**src/rtl/traffic_pkg.sv**
```systemverilog
// Shared encodings for the traffic light controller:
// phase states, lamp codes and default phase durations.
package traffic_pkg;

    typedef enum logic [2:0] {
        ST_MG_SR = 3'd0,
        ST_MY_SR = 3'd1,
        ST_AR1   = 3'd2,
        ST_MR_SG = 3'd3,
        ST_MR_SY = 3'd4,
        ST_AR2   = 3'd5,
        ST_FLASH = 3'd6
    } state_t;

    localparam logic [2:0] LT_R   = 3'b100;
    localparam logic [2:0] LT_Y   = 3'b010;
    localparam logic [2:0] LT_G   = 3'b001;
    localparam logic [2:0] LT_OFF = 3'b000;

    localparam int unsigned DEF_TICK_CYCLES = 100;
    localparam int unsigned DEF_GREEN_MAIN  = 30;
    localparam int unsigned DEF_YELLOW      = 3;
    localparam int unsigned DEF_GREEN_SIDE  = 20;
    localparam int unsigned DEF_ALLRED      = 1;
    localparam int unsigned DEF_PED_MIN     = 5;

    typedef struct packed {
        logic [2:0] main_l;
        logic [2:0] side_l;
    } lights_t;

    function automatic state_t next_phase(input state_t s);
        state_t n;
        n = ST_AR2;
        unique case (s)
            ST_AR2:   n = ST_MG_SR;
            ST_MG_SR: n = ST_MY_SR;
            ST_MY_SR: n = ST_AR1;
            ST_AR1:   n = ST_MR_SG;
            ST_MR_SG: n = ST_MR_SY;
            ST_MR_SY: n = ST_AR2;
            default:  n = ST_AR2;
        endcase
        return n;
    endfunction

    // Flash shows the blink phase on both roads; every other state is a fixed pair.
    function automatic lights_t lights_of(input state_t s, input logic blink);
        lights_t l;
        l = '{main_l: LT_R, side_l: LT_R};
        unique case (s)
            ST_MG_SR: l = '{main_l: LT_G, side_l: LT_R};
            ST_MY_SR: l = '{main_l: LT_Y, side_l: LT_R};
            ST_MR_SG: l = '{main_l: LT_R, side_l: LT_G};
            ST_MR_SY: l = '{main_l: LT_R, side_l: LT_Y};
            ST_FLASH: l = '{main_l: {1'b0, blink, 1'b0},
                            side_l: {1'b0, blink, 1'b0}};
            default:  l = '{main_l: LT_R, side_l: LT_R};
        endcase
        return l;
    endfunction

endpackage

```
**src/rtl/tick_gen.sv**
```systemverilog
// Seconds prescaler: counts clk cycles while enabled and
// pulses tick on the last count of each second.
module tick_gen #(
    parameter int unsigned pTICK_CYCLES = 100
) (
    input  logic clk,
    input  logic rst,
    input  logic en,
    output logic tick
);

    localparam int unsigned W = $clog2(pTICK_CYCLES);
    localparam logic [W-1:0] LAST = W'(pTICK_CYCLES - 1);

    logic [W-1:0] r_cnt;
    logic         w_last;

    assign w_last = (r_cnt == LAST);
    assign tick   = en && w_last;

    always_ff @(posedge clk) begin
        if (rst) begin
            r_cnt <= '0;
        end else if (en) begin
            r_cnt <= w_last ? '0 : r_cnt + W'(1);
        end
    end

endmodule

```
**src/rtl/traffic_light_ctrl.sv**
```systemverilog
// Two-road traffic light controller with pedestrian shortening
// of the main green and a flashing-yellow night mode.
module traffic_light_ctrl
    import traffic_pkg::*;
#(
    parameter int unsigned pTICK_CYCLES = DEF_TICK_CYCLES,
    parameter int unsigned pGREEN_MAIN  = DEF_GREEN_MAIN,
    parameter int unsigned pYELLOW      = DEF_YELLOW,
    parameter int unsigned pGREEN_SIDE  = DEF_GREEN_SIDE,
    parameter int unsigned pALLRED      = DEF_ALLRED,
    parameter int unsigned pPED_MIN     = DEF_PED_MIN
) (
    input  logic       clk,
    input  logic       rst,
    input  logic       en,
    input  logic       night,
    input  logic       ped_req,
    output logic [2:0] main_light,
    output logic [2:0] side_light,
    output logic [6:0] remain,
    output logic       phase_last,
    output logic       tick,
    output logic       ped_walk
);

    localparam logic [6:0] GM_M1  = 7'(pGREEN_MAIN - 1);
    localparam logic [6:0] Y_M1   = 7'(pYELLOW - 1);
    localparam logic [6:0] GS_M1  = 7'(pGREEN_SIDE - 1);
    localparam logic [6:0] AR_M1  = 7'(pALLRED - 1);
    localparam logic [6:0] PED_M1 = 7'(pPED_MIN - 1);

    state_t     r_state;
    logic [6:0] r_remain;
    logic       r_blink;
    logic       r_ped_pend;
    lights_t    r_lights;
    logic       r_walk;

    logic       w_tick;
    logic       w_ped;
    logic       w_ped_cut;
    logic       w_enter_sg;
    logic       w_night_gate;
    state_t     w_adv_state;

    function automatic logic [6:0] dur_m1(input state_t s);
        logic [6:0] d;
        d = 7'd0;
        unique case (s)
            ST_MG_SR: d = GM_M1;
            ST_MY_SR: d = Y_M1;
            ST_MR_SY: d = Y_M1;
            ST_MR_SG: d = GS_M1;
            ST_AR1:   d = AR_M1;
            ST_AR2:   d = AR_M1;
            default:  d = 7'd0;
        endcase
        return d;
    endfunction

    tick_gen #(
        .pTICK_CYCLES(pTICK_CYCLES)
    ) u_tick_gen (
        .clk (clk),
        .rst (rst),
        .en  (en),
        .tick(w_tick)
    );

    // Night is only honoured at the end of an all-red clearance.
    assign w_night_gate = night &&
                          (r_state == ST_AR1 || r_state == ST_AR2);
    assign w_adv_state  = w_night_gate ? ST_FLASH : next_phase(r_state);

    assign w_ped      = r_ped_pend | ped_req;
    assign w_ped_cut  = (r_state == ST_MG_SR) && w_ped &&
                        (r_remain > PED_M1);
    assign w_enter_sg = w_tick && (r_state == ST_AR1) &&
                        (r_remain == 7'd0) && !night;

    always_ff @(posedge clk) begin
        if (rst) begin
            r_state    <= ST_AR2;
            r_remain   <= AR_M1;
            r_blink    <= 1'b0;
            r_ped_pend <= 1'b0;
            r_lights   <= lights_of(ST_AR2, 1'b0);
            r_walk     <= 1'b0;
        end else begin
            if (ped_req) begin
                r_ped_pend <= 1'b1;
            end else if (w_enter_sg) begin
                r_ped_pend <= 1'b0;
            end

            if (w_tick) begin
                if (r_state == ST_FLASH) begin
                    if (!night) begin
                        r_state  <= ST_AR2;
                        r_remain <= AR_M1;
                        r_blink  <= 1'b0;
                        r_lights <= lights_of(ST_AR2, 1'b0);
                        r_walk   <= 1'b0;
                    end else begin
                        r_blink  <= ~r_blink;
                        r_lights <= lights_of(ST_FLASH, ~r_blink);
                    end
                end else if (w_ped_cut) begin
                    r_remain <= PED_M1;
                end else if (r_remain == 7'd0) begin
                    r_state  <= w_adv_state;
                    r_remain <= dur_m1(w_adv_state);
                    r_blink  <= (w_adv_state == ST_FLASH);
                    r_lights <= lights_of(w_adv_state,
                                          w_adv_state == ST_FLASH);
                    r_walk   <= (w_adv_state == ST_MR_SG);
                end else begin
                    r_remain <= r_remain - 7'd1;
                end
            end
        end
    end

    assign main_light = r_lights.main_l;
    assign side_light = r_lights.side_l;
    assign remain     = r_remain;
    assign phase_last = (r_remain == 7'd0) && (r_state != ST_FLASH);
    assign tick       = w_tick;
    assign ped_walk   = r_walk;

endmodule

```
**config.mk**
```make
export PLATFORM = sky130hd
export DESIGN_NAME = traffic_light_ctrl
export DESIGN_NICKNAME = d
export VERILOG_FILES = /design/src/rtl/traffic_pkg.sv /design/src/rtl/tick_gen.sv /design/src/rtl/traffic_light_ctrl.sv
export SDC_FILE = /design/constraint.sdc
export NUM_CORES = 1
export LEC_CHECK = 0
export BUFFER_PORTS_ARGS = -buffer_cell sky130_fd_sc_hd__buf_2
export CORE_MARGIN = 3
export CORE_UTILIZATION = 55
export CTS_CLUSTER_SIZE = 10
export DETAILED_ROUTE_END_ITERATION = 10
export PLACE_DENSITY = 0.77
export SLEW_MARGIN = 20
export SYNTH_ARGS = -nofsm -noshare
export SYNTH_HDL_FRONTEND = slang
export SYNTH_SLANG_ARGS = --single-unit
```
**constraint.sdc**
```tcl
create_clock -name clk -period 5.4 [get_ports clk]
set_input_delay 0.27 -clock clk [delete_from_list [all_inputs] [get_ports clk]]
set_output_delay 0.27 -clock clk [all_outputs]
set_load 0.02 [all_outputs]
```
# ---- Yosys cells after proc, flatten, opt, wreduce, memory -nomap -nowiden
# Index checks and enable logic that the tools add are counted.
dict set report totals {
  reg_bits 26
  inputBits 5
  out_inout_bits 16
}
dict set report classes {
  addsub 2
  order_cmp 1
  eq_ne 13
  mux 27
  n_bitwise 2
  n_reduce_logical 19
}
# cell n
set op_table {}
lappend op_table {{7-bit 2-to-1 mux} 5}
lappend op_table {{6-bit case mux with 5 select lines} 1}
lappend op_table {{6-bit 2-to-1 mux} 4}
lappend op_table {{3-bit 2-to-1 mux} 5}
lappend op_table {{3-bit case mux with 5 select lines} 1}
lappend op_table {{5-bit case mux with 3 select lines} 1}
lappend op_table {{3-bit equality test (second input constant)} 4}
lappend op_table {{1-bit 2-to-1 mux} 10}
lappend op_table {{3-bit by 2-bit equality test with 1-bit output (second input constant)} 3}
lappend op_table {{1-bit logical AND} 8}
lappend op_table {{7-bit by 1-bit adder with 7-bit output (second input constant)} 1}
lappend op_table {{7-bit equality test (second input constant)} 1}
lappend op_table {{7-bit by 3-bit greater-than comparator with 1-bit output (second input constant)} 1}
lappend op_table {{7-bit zero test} 1}
lappend op_table {{7-bit by 1-bit subtractor with 7-bit output (second input constant)} 1}
lappend op_table {{3-bit by 1-bit equality test with 1-bit output (second input constant)} 2}
lappend op_table {{3-bit zero test} 2}
lappend op_table {{4-bit AND reduction} 1}
lappend op_table {{2-bit nonzero test} 2}
lappend op_table {{3-bit inequality test (second input constant)} 1}
lappend op_table {{3-bit AND reduction} 1}
lappend op_table {{2-bit by 1-bit inequality test with 1-bit output (second input constant)} 1}
lappend op_table {{2-bit inequality test (second input constant)} 1}
lappend op_table {{2-bit AND reduction} 1}
lappend op_table {{5 further kinds} 5}

# ---- Depth between registers and ports, before layout
dict set report depth {
  ltp_word 10
  mapped_depth 7
  depth_no_buf 6
}

# ---- By module
# Synthesis repeated with hierarchy kept, for this count alone.
dict set report hier_totals {
  hier_cells 187
  hier_area_um2 1596.5
}
# mod instances cells_per_inst area_per_inst_um2
set modules_own_cells {}
lappend modules_own_cells {traffic_light_ctrl 1 151 1226.2}
lappend modules_own_cells {tick_gen 1 36 370.4}

# ---- Worst setup path before layout
# Ideal clock, no wire load.
dict set report synth_path {
  path_type {register to register}
  start {reg r_remain[0], in the netlist remain[0]}
  end {reg r_state[0]}
  setup_time_ns 0.122
  arrival_ns 1.841
  t_required_ns 5.278
  slack_ns 3.437
  path_stages_with_launch 7
  n_path_buf 0
  synth_period_minus_slack_ns 1.963
  cell_sequence {dfxtp_1 > inv_1 > ha_1 > or3b_2 > o21ai_2 > nand3_1 > a221o_1}
}
dict set report synth_between {
  elab_chain_cells 4
  elab_cells_between_ends 6
  cone_classes {order compare (1); eq/ne (1); reduce/logical (4)}
}
# element line_no
set synth_rtl {}
lappend synth_rtl {{from (decl)} traffic_light_ctrl.sv:33} ;# logic [6:0] r_remain;
lappend synth_rtl {{from (signal assigned)} traffic_light_ctrl.sv:112} ;# r_remain <= dur_m1(w_adv_state);
lappend synth_rtl {{from (signal assigned)} traffic_light_ctrl.sv:118} ;# r_remain <= r_remain - 7'd1;
lappend synth_rtl {{7-bit by 3-bit greater-than comparator with 1-bit output} traffic_light_ctrl.sv:77} ;# (r_remain > PED_M1);
lappend synth_rtl {{1-bit logical AND} traffic_light_ctrl.sv:76} ;# assign w_ped_cut = (r_state == ST_MG_SR) && w_ped &&
lappend synth_rtl {{2-bit by 1-bit inequality test with 1-bit output (no source line)} -}
lappend synth_rtl {{4-bit AND reduction (no source line) *} -}
lappend synth_rtl {{to (signal assigned)} traffic_light_ctrl.sv:111} ;# r_state <= w_adv_state;
lappend synth_rtl {{to (decl)} traffic_light_ctrl.sv:32} ;# state_t r_state;
# Every way passes the cells marked *; elsewhere a longest branch is shown, timed or not.
# A chain may end at the register's enable or synchronous reset.

# ---- Worst setup path after layout
dict set report layout_path {
  start {reg u_tick_gen.r_cnt[0]}
  end {out tick}
}
dict set report layout_between {
  elab_chain_cells 2
}
# element line_no
set layout_rtl {}
lappend layout_rtl {{from (decl)} tick_gen.sv:15} ;# logic [W-1:0] r_cnt;
lappend layout_rtl {{from (signal assigned)} tick_gen.sv:25} ;# r_cnt <= w_last ? '0 : r_cnt + W'(1);
lappend layout_rtl {{7-bit equality test} tick_gen.sv:18} ;# assign w_last = (r_cnt == LAST);
lappend layout_rtl {{1-bit logical AND} tick_gen.sv:19} ;# assign tick = en && w_last;
lappend layout_rtl {{to (decl)} traffic_light_ctrl.sv:22} ;# output logic tick,
# Every way passes these cells.

==> metrics.txt <==
# TYPE chip_impl_metric gauge
chip_impl_info{name="grt_setup_unrepaired",value="false"} 1
chip_impl_metric{name="gpl.final_weighted_congestion",unit=""} 0.869
chip_impl_metric{name="synth.ff_latch_count",unit=""} 26
chip_impl_metric{name="critical_path.max_stage_delay",unit="ns"} 0.42
chip_impl_metric{name="report.power.total",unit="mW"} 0.344
chip_impl_metric{name="irDropWorstVdd",unit="uV"} 147
chip_impl_info{name="crit_chain",value="ha_1, nand4_1, or2_1, inv_1, buf_2"} 1
chip_impl_metric{name="total_switching_power",unit="mW"} 0.0695
chip_impl_metric{name="placeableCoreArea",unit="um^2"} 2340
chip_impl_metric{name="pwr-share-clk",unit="%"} 38.7
chip_impl_metric{name="synth-async-reset-ratio",unit="%"} 0
chip_impl_metric{name="arrival",unit="ns"} 2.18
chip_impl_metric{name="drive_gt1_share",unit="%"} 16.0
chip_impl_metric{name="groute.usage.overall",unit="%"} 21.3
chip_impl_info{name="slowest_stage",value="inv_1"} 1
chip_impl_metric{name="die_area",unit="um^2"} 3240
chip_impl_info{name="cts_root_buffer",value="clkbuf_4"} 1
chip_impl_metric{name="die_h",unit="um"} 56.9
chip_impl_info{name="cp_top_family",value="buffers and inverters"} 1
chip_impl_metric{name="fillerInstances",unit=""} 200
chip_impl_metric{name="syn_nets",unit=""} 182
chip_impl_metric{name="finalHoldViolations",unit=""} 0
chip_impl_metric{name="placement_stage_cell_area",unit="um^2"} 1510
chip_impl_metric{name="io_pins",unit=""} 21
chip_impl_metric{name="grt_antenna_before_repair",unit=""} 0
chip_impl_metric{name="drt_pre_antenna_iters",unit=""} 4
chip_impl_metric{name="area_growth_syn_to_layout",unit="%"} 10.0
chip_impl_metric{name="clock_sink_count",unit=""} 26
chip_impl_metric{name="combinationalPowerShare",unit="%"} 4.2
chip_impl_metric{name="clk-insertion-delay-late",unit="ns"} 0.32
chip_impl_metric{name="tritoncts.num_buffers",unit=""} 3
chip_impl_metric{name="timing.max_slew.rel_slack",unit="%"} 48.1
chip_impl_info{name="clock_tree_from_tritoncts",value="yes"} 1
chip_impl_metric{name="synthCells",unit=""} 175
chip_impl_metric{name="postCtsHoldBufs",unit=""} 0
chip_impl_metric{name="min_period_over_period",unit="%"} 45.3
chip_impl_info{name="synth-main-ff-cell",value="dfxtp_1"} 1
chip_impl_metric{name="port_buffers",unit=""} 20
chip_impl_metric{name="grt_pass1_vias",unit=""} 1250
chip_impl_metric{name="period_needed",unit="ns"} 2.45
chip_impl_info{name="mostFrequentLayoutCells",value="dfxtp_1 (26), buf_2 (20), nand2_1 (18)"} 1
chip_impl_metric{name="ant_nets",unit=""} 0
chip_impl_metric{name="routed_wire_length_per_instance",unit="um"} 15.6
chip_impl_metric{name="drt-total-wl",unit="um"} 3360
chip_impl_info{name="run_status",value="finished clean"} 1
chip_impl_metric{name="post_synth_instance_area",unit="um^2"} 1420
chip_impl_metric{name="timing.critical_path.required",unit="ns"} 5.13
chip_impl_metric{name="ys_seq_area_share",unit="%"} 36.6
chip_impl_metric{name="number_of_distinct_library_cells_after_synthesis",unit=""} 49
chip_impl_metric{name="finClkSkew",unit="ns"} 0.00637
chip_impl_info{name="critical_path.startpoint_type",value="register"} 1
chip_impl_metric{name="avgViaCountPerCell",unit=""} 6.51
chip_impl_metric{name="postLayoutCoreUtil",unit="%"} 67.0
chip_impl_metric{name="max_slew.worst_pin.slew",unit="ns"} 0.778
chip_impl_metric{name="floorplan.die.width",unit="um"} 56.9
chip_impl_metric{name="p_int",unit="mW"} 0.274
chip_impl_metric{name="cts_htree_levels",unit=""} 1
chip_impl_metric{name="count_of_unresolved_drc_violations_after_routing",unit=""} 0
chip_impl_metric{name="detailroute.via_count",unit=""} 1406
chip_impl_metric{name="power.static_leakage",unit="nW"} 0.602
chip_impl_metric{name="grt_first_pass_wirelength",unit="um"} 5670
chip_impl_metric{name="core.rowCount",unit=""} 17
chip_impl_metric{name="num_antenna_cells",unit=""} 0
chip_impl_metric{name="critPathMaxFanout",unit=""} 16
chip_impl_metric{name="design.final.nets",unit=""} 196
chip_impl_metric{name="finalMaxSlewViolations",unit=""} 0
chip_impl_metric{name="layout.cell_area.non_filler",unit="um^2"} 1570
chip_impl_metric{name="timing.final.setup_violations",unit=""} 0
chip_impl_metric{name="synth_area_per_cell",unit="um^2"} 8.14
chip_impl_metric{name="grt_max_degree",unit=""} 26
chip_impl_metric{name="fmax",unit="GHz"} 0.409
chip_impl_metric{name="overflow",unit=""} 0
chip_impl_metric{name="cts.path.max_buffers",unit=""} 2
chip_impl_info{name="setup.worst_path.class",value="register to primary output"} 1
chip_impl_metric{name="fin_setup_tns",unit="ns"} 0
chip_impl_metric{name="clock_transition_time_at_the_flip_flop_clock_pins_of_the_worst_setup_and_hold_paths",unit="ns"} 0.14
chip_impl_metric{name="cts.repair.resized",unit=""} 0
chip_impl_metric{name="dp_hpwl",unit="um"} 2380
chip_impl_info{name="hold_path.class",value="primary input to register"} 1
chip_impl_metric{name="postCtsSetupBuffers",unit=""} 0
chip_impl_metric{name="yosys_warnings",unit=""} 0
chip_impl_metric{name="netSwitchingFraction",unit="%"} 20.2
chip_impl_metric{name="critical_path_buf_inv_count",unit=""} 2
chip_impl_info{name="critPathCaptureType",value="primary output"} 1
chip_impl_metric{name="synth_enable_flop_cells",unit=""} 0
chip_impl_metric{name="pwr_density_cell",unit="nW/um^2"} 220
chip_impl_metric{name="initialDrtViolationCount",unit=""} 80
chip_impl_info{name="mostFrequentLayoutCell",value="dfxtp_1"} 1
chip_impl_metric{name="pwr-share-seq",unit="%"} 57.0
chip_impl_metric{name="initial_core_util",unit="%"} 60.9
chip_impl_metric{name="timing.max_cap.violations",unit=""} 0
power by group through the flow:
stage | combinational, mW | sequential (mW) | clock (mW)
floorplan | 0.0111 | 0.200 | 0
global placement | 0.0141 | 0.200 | 0
detailed placement | 0.0145 | 0.200 | 0
CTS | 0.0144 | 0.196 | 0.136
global route | 0.0159 | 0.196 | 0.145
finish | 0.0146 | 0.196 | 0.133
worst register-to-register path, delay by kind of cell (launching register included):
kind,cells,cell delay (ns)
AOI/OAI and AO/OA,2,0.50
adders and majority gates,1,0.20
and+or+nand+nor,2,1.02
DFF,1,0.38
buffers and inverters,1,0.07
registers in the layout, summed over array words and instances, names as in the netlist:
name / count
u_tick_gen.r_cnt: 7
side_light: 3
remain: 7
r_blink: 1
r_state: 3
ped_walk: 1
r_ped_pend: 1
main_light: 3
per-stage QoR:
step                      std cells  worst slack [ns]  hold WS (ns)
final                           216              2.95         0.189
after detailed placement        212              3.23         0.464
after CTS                       216              2.96         0.185
after floorplan                 175              3.44         0.399
after global placement          212              3.24         0.447
after global routing            216              2.82         0.186
cell usage after synthesis, types with 2 or more instances:
| library cell | number | area (um^2) |
|---|---|---|
| and3b_1 | 2 | 17.5 |
| nor3b_1 | 2 | 15.0 |
| clkbuf_1 | 8 | 30.0 |
| o21ai_0 | 11 | 55.1 |
| buf_2 | 3 | 15.0 |
| nand4_1 | 8 | 50.1 |
| nand2_1 | 18 | 67.6 |
| o31ai_1 | 3 | 22.5 |
| a211oi_1 | 2 | 15.0 |
| ha_1 | 2 | 25.0 |
| xnor2_1 | 3 | 26.3 |
| nand3_1 | 3 | 15.0 |
| a31oi_1 | 4 | 25.0 |
| o311ai_0 | 2 | 17.5 |
| xor2_1 | 4 | 35.0 |
| o211ai_1 | 2 | 15.0 |
| nor2_1 | 8 | 30.0 |
| nor3_1 | 12 | 60.1 |
| or4_1 | 2 | 15.0 |
| inv_1 | 6 | 22.5 |
| nor2b_1 | 3 | 18.8 |
| a21oi_1 | 14 | 70.1 |
| dfxtp_1 | 26 | 521 |
| or3_1 | 2 | 12.5 |
layer usage:
| layer | up-vias | share of wire [%] | GRT usage (%) |
|---|---|---|---|
| met2 | 64 | 44 | 32.3 |
| met4 | 0 | 0.68 | 6.62 |
| li1 | 688 | - | - |
| met1 | 650 | 48 | 30.5 |
| met5 | - | 0 | 0 |
| met3 | 4 | 7.2 | 3.68 |
final timing paths:
path | endpoint | cells past startpoint | start | slack (ns)
max reg2reg | ped_walk$_SDFFE_PP0P_ | 6 | remain[0]$_SDFFE_PP0P_ | 3.16
min | r_ped_pend$_SDFFE_PP0P_ | 3 | ped_req | 0.19
max | tick | 5 | u_tick_gen.r_cnt[0]$_SDFFE_PP0P_ | 2.95
min reg2reg | ped_walk$_SDFFE_PP0P_ | 2 | ped_walk$_SDFFE_PP0P_ | 0.48
cell families (layout without fill, tap and decap cells):
group	after synthesis	after routing	synth area share (%)
simple gates	72	72	28.6
xor+xnor	7	7	4.31
flops	26	26	36.6
buf+inv	17	30	4.74
mux	1	1	0.703
compound gates	50	50	23.4
fa+ha+maj	2	2	1.76
area by class of cell:
type                       instances  area, um^2  share of cell area (%)
tap                               28        35.0                    2.24
clock inverter                     1        30.0                    1.92
clock buffer                       3        22.5                    1.44
inverter                           6        22.5                    1.44
timing repair buffer              20         100                    6.39
sequential                        26         520                    33.2
multi-input combinational        132         836                    53.4
No activity file was read; power rests on OpenSTA's default activity.
